**src/rtl/fetch_queue_unit.sv**
```systemverilog
// fetch_queue_unit: PC register, 2-entry {instruction, pc} fetch FIFO, halt detect.
// Optional FETCH_ALIGN_CHECK_EN adds a sticky fetch_fault for misaligned redirects.
module fetch_queue_unit #(
   parameter logic [31:0] RESET_PC  = 32'h0000_0000,
   parameter logic [31:0] HALT_WORD = 32'hFFFF_FFFF
) (
   input  logic        clock,
   input  logic        reset,
   output logic [31:0] read_addr,
   input  logic [31:0] instruction,
   output logic [31:0] instr_out,
   output logic [31:0] pc_out,
   output logic        instr_valid,
   input  logic        instr_ready,
   input  logic        redirect,
   input  logic [31:0] redirect_addr,
   output logic        halted
`ifdef FETCH_ALIGN_CHECK_EN
   ,
   output logic        fetch_fault
`endif
);

   typedef enum logic {RUN, HALT} state_t;

   state_t      state, state_next;
   logic [31:0] pc, pc_next;
   logic [1:0]  count, count_next;
   logic [31:0] ins0, ins1, epc0, epc1;
   logic [31:0] ins0_next, ins1_next, epc0_next, epc1_next;
   logic [1:0]  level;
   logic [31:0] target;
   logic        pop, push;

   always_comb begin
      target     = redirect_addr;
`ifdef FETCH_ALIGN_CHECK_EN
      target[1:0] = 2'b00;
`endif
      pop        = instr_valid && instr_ready;
      push       = (state == RUN) && !redirect && (count != 2'd2 || pop);
      level      = count - 2'(pop);
      state_next = state;
      pc_next    = pc;
      count_next = count;
      ins0_next  = ins0;
      ins1_next  = ins1;
      epc0_next  = epc0;
      epc1_next  = epc1;
      if (redirect) begin
         // flush wins over any pop, push or halt detection this edge
         count_next = 2'd0;
         pc_next    = target;
         state_next = RUN;
      end else begin
         if (pop) begin
            ins0_next = ins1;
            epc0_next = epc1;
         end
         if (push) begin
            if (level == 2'd0) begin
               ins0_next = instruction;
               epc0_next = pc;
            end else begin
               ins1_next = instruction;
               epc1_next = pc;
            end
            if (instruction == HALT_WORD) state_next = HALT;
            else pc_next = pc + 32'd4;
         end
         count_next = count - 2'(pop) + 2'(push);
      end
   end

   always_ff @(posedge clock or posedge reset) begin
      if (reset) begin
         state <= RUN;
         pc    <= RESET_PC;
         count <= 2'd0;
         ins0  <= 32'd0;
         ins1  <= 32'd0;
         epc0  <= 32'd0;
         epc1  <= 32'd0;
      end else begin
         state <= state_next;
         pc    <= pc_next;
         count <= count_next;
         ins0  <= ins0_next;
         ins1  <= ins1_next;
         epc0  <= epc0_next;
         epc1  <= epc1_next;
      end
   end

`ifdef FETCH_ALIGN_CHECK_EN
   always_ff @(posedge clock or posedge reset) begin
      if (reset) fetch_fault <= 1'b0;
      else if (redirect && redirect_addr[1:0] != 2'b00) fetch_fault <= 1'b1;
   end
`endif

   assign read_addr   = pc;
   assign instr_valid = (count != 2'd0);
   assign instr_out   = instr_valid ? ins0 : 32'd0;
   assign pc_out      = instr_valid ? epc0 : 32'd0;
   assign halted      = (state == HALT);

endmodule

```
**config.mk**
```make
export PLATFORM = sky130hd
export DESIGN_NAME = fetch_queue_unit
export DESIGN_NICKNAME = d
export VERILOG_FILES = /design/src/rtl/fetch_queue_unit.sv
export SDC_FILE = /design/constraint.sdc
export NUM_CORES = 1
export LEC_CHECK = 0
export CAP_MARGIN = 20
export CORE_ASPECT_RATIO = 0.9
export CORE_UTILIZATION = 35
export DETAILED_ROUTE_END_ITERATION = 8
export SLEW_MARGIN = 10
export SYNTH_ARGS = -nofsm -noshare
export SYNTH_HDL_FRONTEND = slang
export SYNTH_SLANG_ARGS = --single-unit
export TNS_END_PERCENT = 10
```
**constraint.sdc**
```tcl
create_clock -name clock -period 12.8 [get_ports clock]
set_clock_uncertainty 0.05 [all_clocks]
set_input_delay 1.28 -clock clock [delete_from_list [all_inputs] [get_ports clock]]
set_output_delay 1.28 -clock clock [all_outputs]
set_load 0.005 [all_outputs]
```
### Word-level counts from Yosys, hierarchy flattened

Index checks and enable logic that the tools add are counted.
Widths: inputs -> output; s select.

* flip-flop bits (word level): 163
* bits in latches: 0
* bits in writable memories: 0
* memory bits (read-only): 0
* bits of input ports: 68
* output and inout bits: 98
* logic and storage cells: 43
* memories kept: 0

* $add $sub $neg: 3
* multiply operators: 0
* divide/modulo/power cells: 0
* order comparisons: 0
* equality and inequality tests: 3
* shift-type cells: 0
* muxes and demuxes: 15
* bitwise logic cells: 3
* reduce and logical (&&, ||, !) cells: 12

Operators by type and width (count)
* $mux 32: 11
* $add 32x3->32 const B: 1
* $eq 32x32->1 const B: 1
* $reduce_bool 2->1: 3
* $ne 2x2->1 const B: 2
* $reduce_and 2->1: 2
* $logic_and 1x1->1: 3
* $mux 1: 3
* $not 1->1: 3
* $reduce_and 3->1: 1
* $add 2x1->2: 1
* $logic_not 2->1: 1
* $mux 2: 1
* $sub 2x1->2: 1
* $logic_not 1->1: 1
* $logic_or 1x1->1: 1

### Longest topological paths before layout

Gate-level depths: netlist of run 1.

* word-level depth: 6
* gate-level depth with buffers: 8
* mapped depth without buffers: 6

### Worst setup path before layout of run 1

No wires, ideal clock.

* path kind: input to register
* from: input port redirect
* to: register pc[7] (netlist: read_addr[7])
* setup time: 0.126 ns
* arrival time: 2.781 ns
* required time: 12.624 ns
* setup slack: 9.842 ns
* stages on the path: 6
* path buffers: 2
* cells stage by stage: clkbuf_1 > or3_4 > a21oi_1 > buf_2 > mux2_1 > a221o_1

* longest elaborated chain between the ends: 5

RTL lines
* from (decl): line 15 `input logic redirect,`
* $logic_not 1->1: line 41 `push = (state == RUN) && !redirect && (count != 2'd2 || pop);`
* $logic_and 1x1->1 (2 in a row): line 41
* $reduce_bool 2->1 (no source line)
* $reduce_and 2->1 (no source line)
* to (signal assigned): line 86 `pc <= pc_next;`
* to (decl): line 27 `logic [31:0] pc, pc_next;`

Parallel ways exist; a longest one is shown, timed or not.
A chain may end at the register's enable or synchronous reset.

### Worst setup path after layout of run 1

* from: input port instr_ready
* to: register ins0[1]

* longest elaborated chain between the ends: 5

RTL lines
* from (decl): line 14 `input logic instr_ready,`
* $logic_and 1x1->1 (*): line 40 `pop = instr_valid && instr_ready;`
* $sub 2x1->2: line 42 `level = count - 2'(pop);`
* $logic_not 2->1: line 61 `if (level == 2'd0) begin`
* $mux 32: line 61
* $mux 32 (*): line 60 `if (push) begin`
* to (signal assigned): line 88 `ins0 <= ins0_next;`
* to (decl): line 29 `logic [31:0] ins0, ins1, epc0, epc1;`

Mark *: on every way between the ends. The rest lies on a longest branch, timed or not.

==> run summary, run 1 <==
Outcome - finished clean
Register area share after synthesis - 52.3%
Final period util - 34.3%
Row count - 51
Final setup viols - 0
Cts hold-fix bufs - 0
CTS tree - built
Maximum clock rate - 228 MHz
Commonest non-fill, non-tap cells in the layout - clkdlybuf4s50_1, dfrtp_1, nor2_1
Vias in the first global route - 6250
CTS Sinks - 163
Diode count - 0
Synth-to-Final Area Change - 31.3%
YS warnings - 0
Static Leak - 4.05 nW
Post-synth ARST share - 100%
CTS resizes - 0
Pins Over Slew Limit - 0
Port Buffers - 165
Cts bufs inserted - 17
Largest net degree at the start of global routing - 89
Arrival @ worst endpoint - 4.69 ns
Setup CP Type - input pin to register
Placed cells - 1148
Fin crit period - 4.39 ns
Post-synth top area share - 52.3%
Non-filler cells, final - 1181
HP Class - register to register
Worst-Skew Late Latency - 0.43 ns
Worst-path clk slew - 0.07 ns
Max Cap Violations - 0
# IOs - 166
Avg Cell Area, Syn - 10.4 um2
Critical path launch point type - input pin
CTS HTree Levels - 4
Placed Area - 0.00963 mm2
First-pass GRT wire length - 34800 um
Max VDD drop - 0.0000884 V
Fin. Hold Viols - 0
Setup TNS - 0 ns
Worst slew pin tran - 0.992 ns
Via count - 6326
Synth Register Bits - 163
Antenna violations before repair - 0
CTS Buffer Depth - 2
Final wirelength - 21600 um
Share of cells above drive strength 1 - 14.9%
Starting Density - 35.9%
Critical path fanouts, max - 47
Tot GR Track Use - 19.5%
Req. time, crit path - 13.10 ns
Netlist Area Pre-Place - 0.00780 mm2
Max-slew headroom - 33.9%
Die height - 144 um
DR DRC count - 0
Die width - 159 um
Core area - 0.0218 mm2
Syn nets - 817
Synth Flop Type - dfrtp_1
Syn Inst Count - 747
Gr ovfl total - 0
Via density - 5.36
Pwr/cell area - 158 mW/mm2
Final Power - 1.62 mW
Die ar. - 0.0229 mm2
Crit end category - register
Fin nets - 947
Average wire per cell in the routed design - 18.3 um
1st-iter DRT viols - 435
Most common cell after layout, fill and taps aside - clkdlybuf4s50_1
Antenna Violating Nets Remaining - 0
Final Cell Area - 0.0102 mm2
Setup bufs post-CTS - 0
Yosys cell types - 58
Synth top area cells - dfrtp_1, mux2_2, and2_1, o22ai_1, a21oi_1
HPWL after detailed placement - 13800 um
RSZ-0062 raised after global routing - no
Fillers - 2044
EDFF count, synth - 0
Post-synth top area cell - dfrtp_1
Gpl congestion - 0.778
Clock root buffer - clkbuf_16
DR pass1 iterations - 5
-- through the flow --
step                hold slack (ns)  setup WS (ns)  utilization, %
global route                  0.471           8.17            47.1
finish                        0.434           8.41            47.1
detailed placement            0.424           7.92            44.2
floorplan                     0.401           7.07               -
CTS                           0.437           8.38            47.0
global placement              0.416           8.03            44.2
-- synth_stat cells, types with 2 or more instances --
cell type / count
dfrtp_1: 163
nor2_1: 82
mux2_2: 68
a21oi_1: 67
and2_1: 65
o22ai_1: 65
buf_2: 31
clkbuf_1: 28
nand2_1: 26
nand4_1: 14
nand3_1: 10
o21ai_0: 10
nor3_1: 9
and3_1: 7
o31ai_1: 7
a221o_1: 6
a31oi_1: 6
or4_1: 6
a311oi_1: 5
inv_1: 5
mux2i_1: 5
a211oi_1: 3
a21o_1: 3
and4_1: 3
buf_4: 3
nor4_1: 3
o311ai_0: 3
a2111oi_0: 2
a31o_2: 2
a41o_1: 2
and4_4: 2
ha_1: 2
nor2b_1: 2
nor4_4: 2
o211a_1: 2
o211ai_1: 2
o221a_2: 2
or3_1: 2
or3_4: 2
xnor2_1: 2
-- where the power goes --
part | switching, mW | leakage, nW | internal, mW
clock network | 0.224 | 0.287 | 0.301
registers | 0.0911 | 1.88 | 0.648
logic | 0.145 | 1.89 | 0.213
total | 0.460 | 4.05 | 1.16
-- final timing paths --
check	endpoint	slack [ns]	from	cells after the start
setup / recovery	ins0[1]$_DFFE_PP0N_	8.41	instr_ready	8
setup reg to reg	ins0[1]$_DFFE_PP0N_	9.43	count[0]$_DFF_PP0_	7
hold / removal	epc1[29]$_DFFE_PP0P_	0.43	epc1[29]$_DFFE_PP0P_	2
hold reg to reg	epc1[29]$_DFFE_PP0P_	0.43	epc1[29]$_DFFE_PP0P_	2
min in group asynchronous	ins0[4]$_DFFE_PP0N_	1.30	reset	2
max in group asynchronous	epc1[29]$_DFFE_PP0P_	9.84	reset	3
-- critical path, stage by stage --
cell and delay, ns:
clkdlybuf4s50_1 0.62, nor2b_1 0.13, or4_2 0.89, buf_4 0.42, a21oi_4 0.49, buf_4 0.55, nor2_1 0.09, a21oi_1 0.14
-- kinds of logic after synthesis --
family                     after synthesis  synth area share (%)
AOI/OAI and AO/OA                      192                  15.6
xor gates and xnor gates                 3                 0.337
buffers and inverters                   68                  3.91
muxes                                   74                  10.6
and+or+nand+nor                        245                  17.0
adders and majority gates                2                 0.321
DFF                                    163                  52.3
-- metal layers --
metal	GRT usage, %	wire length, um
met1	27.9	10500
met2	29.2	9700
met3	4.42	1170
met4	5.82	275
met5	0	0
-- state kept, by name (all words and copies together) (netlist names) --
register	cells
epc0	32
epc1	32
ins0	32
ins1	32
read_addr	32
count	2
halted	1
-- final cells by class --
cell class                 instances  area, um2  share of cell area [%]
sequential                       163       4080                    39.8
multi-input combinational        516       3460                    33.7
timing repair buffer             173       1720                    16.8
clock buffer                      19        453                    4.42
tap                              291        364                    3.55
clock inverter                    13        145                    1.42
inverter                           6       28.8                   0.281
(Power assumes the default switching activity.)
==> run 2: changes to the inputs <==
==> constraint.sdc (replaced) <==
create_clock -name clock -period 3.55 [get_ports clock]
set_clock_uncertainty 0.05 [all_clocks]
set_input_delay 0.355 -clock clock [delete_from_list [all_inputs] [get_ports clock]]
set_output_delay 0.355 -clock clock [all_outputs]
set_load 0.005 [all_outputs]
==> run summary, run 2 (synthesis gave the netlist of run 1 again) <==
Setup CP Type - register to primary output
Final setup viols - 0
Vias in the first global route - 6198
CTS resizes - 0
Share of cells above drive strength 1 - 15.5%
Maximum clock rate - 332 MHz
Fin nets - 955
Via density - 5.29
HPWL after detailed placement - 13900 um
Outcome - finished clean
1st-iter DRT viols - 438
Gr ovfl total - 0
Port Buffers - 165
DR DRC count - 0
Critical path launch point type - register
Fin crit period - 3.01 ns
Fin. Hold Viols - 0
Crit path max-delay family - buffers and inverters
Core area - 0.0218 mm2
Req. time, crit path - 3.14 ns
Max VDD drop - 0.000290 V
Average wire per cell in the routed design - 18.3 um
Clock power share - 30.9%
Antenna violations before repair - 0
Final Power - 5.72 mW
Setup TNS - 0 ns
Clock root buffer - clkbuf_16
First-pass GRT wire length - 35400 um
Final wirelength - 21700 um
Metal2 WL - 9890 um
CTS tree - built
Max Cap Violations - 0
Arrival @ worst endpoint - 2.61 ns
Largest net degree at the start of global routing - 164
Diode count - 0
Worst-Skew Late Latency - 0.42 ns
Die ar. - 0.0229 mm2
Crit-path cells - or2_2, buf_4, and2_1, clkdlybuf4s50_1
Critical path fanouts, max - 42
Pwr/cell area - 558 mW/mm2
Gate power share - 22.7%
CP max stage cell - or2_2
Worst-path clk slew - 0.06 ns
Antenna Violating Nets Remaining - 0
Row count - 51
Die width - 159 um
CTS HTree Levels - 4
Synth-to-Final Area Change - 31.4%
HP Class - input pin to register
DR pass1 iterations - 7
Placed Area - 0.00970 mm2
Worst slew pin tran - 0.919 ns
Metal3 WL - 1150 um
Worst path max stage delay - 0.63 ns
Sequential power share - 46.3%
CTS Sinks - 163
RSZ-0062 raised after global routing - no
Cts hold-fix bufs - 0
Starting Density - 35.9%
Tot GR Track Use - 19.8%
Via count - 6290
Final period util - 84.9%
Most common cell after layout, fill and taps aside - clkdlybuf4s50_1
CP Buf/Inv Count - 2
Pins Over Slew Limit - 0
Setup bufs post-CTS - 0
Met1 WL - 10500 um
Cts bufs inserted - 17
Max-slew headroom - 38.7%
Fillers - 2072
Gpl congestion - 0.758
Switching power - 1.62 mW
Commonest non-fill, non-tap cells in the layout - clkdlybuf4s50_1, dfrtp_1, nor2_1
Final Cell Area - 0.0103 mm2
# IOs - 166
Static Leak - 4.08 nW
Crit end category - primary output
Die height - 144 um
Non-filler cells, final - 1189
Total internal power - 4.10 mW
CTS Buffer Depth - 2
Top Layer Used - met4
Net Sw Frac - 28.3%
Placed cells - 1157
run 2: final cells by class:
cell class                      count  area [um2]  share of cell area [%]
Tap cell                          291         364                    3.55
Clock buffer                       20         447                    4.36
Inverter                            6        27.5                   0.269
Multi-Input combinational cell    516        3450                    33.6
Sequential cell                   163        4080                    39.8
Clock inverter                     12         106                    1.04
Timing Repair Buffer              181        1780                    17.4
run 2: final timing paths:
kind	endpoint	cells past startpoint	startpoint	slack, ns
worst max-delay path	pc_out[29]	4	count[1]$_DFF_PP0_	0.54
worst min-delay path	count[1]$_DFF_PP0_	2	redirect	0.25
worst max register to register	read_addr[10]$_DFFE_PP0P_	6	count[1]$_DFF_PP0_	1.02
worst min register to register	epc1[29]$_DFFE_PP0P_	2	epc1[29]$_DFFE_PP0P_	0.45
max in group asynchronous	epc0[7]$_DFFE_PP0N_	3	reset	2.29
min in group asynchronous	ins0[4]$_DFFE_PP0N_	3	reset	0.51
run 2: power by group through the flow:
stage	Combinational, mW	Sequential (mW)	Clock [mW]
after floorplan	0.815	2.57	0
after global placement	1.29	2.66	0
after detailed placement	1.31	2.68	0
after CTS	1.32	2.65	1.82
after global routing	1.44	2.72	1.89
final	1.30	2.65	1.77
run 2: per-layer routing:
metal | global-route usage (%) | up-vias
li1 | - | 3009
met1 | 28.4 | 3092
met2 | 29.9 | 177
met3 | 4.33 | 12
met4 | 5.52 | 0
met5 | 0 | -
run 2: per-stage QoR:
stage	utilization (%)	worst slack, ns	hold WS (ns)
after global placement	44.6	0.566	0.414
after global routing	47.1	0.329	0.261
after floorplan	-	1.07	0.401
after CTS	47.1	0.490	0.233
after detailed placement	44.6	0.533	0.435
final	47.1	0.537	0.250
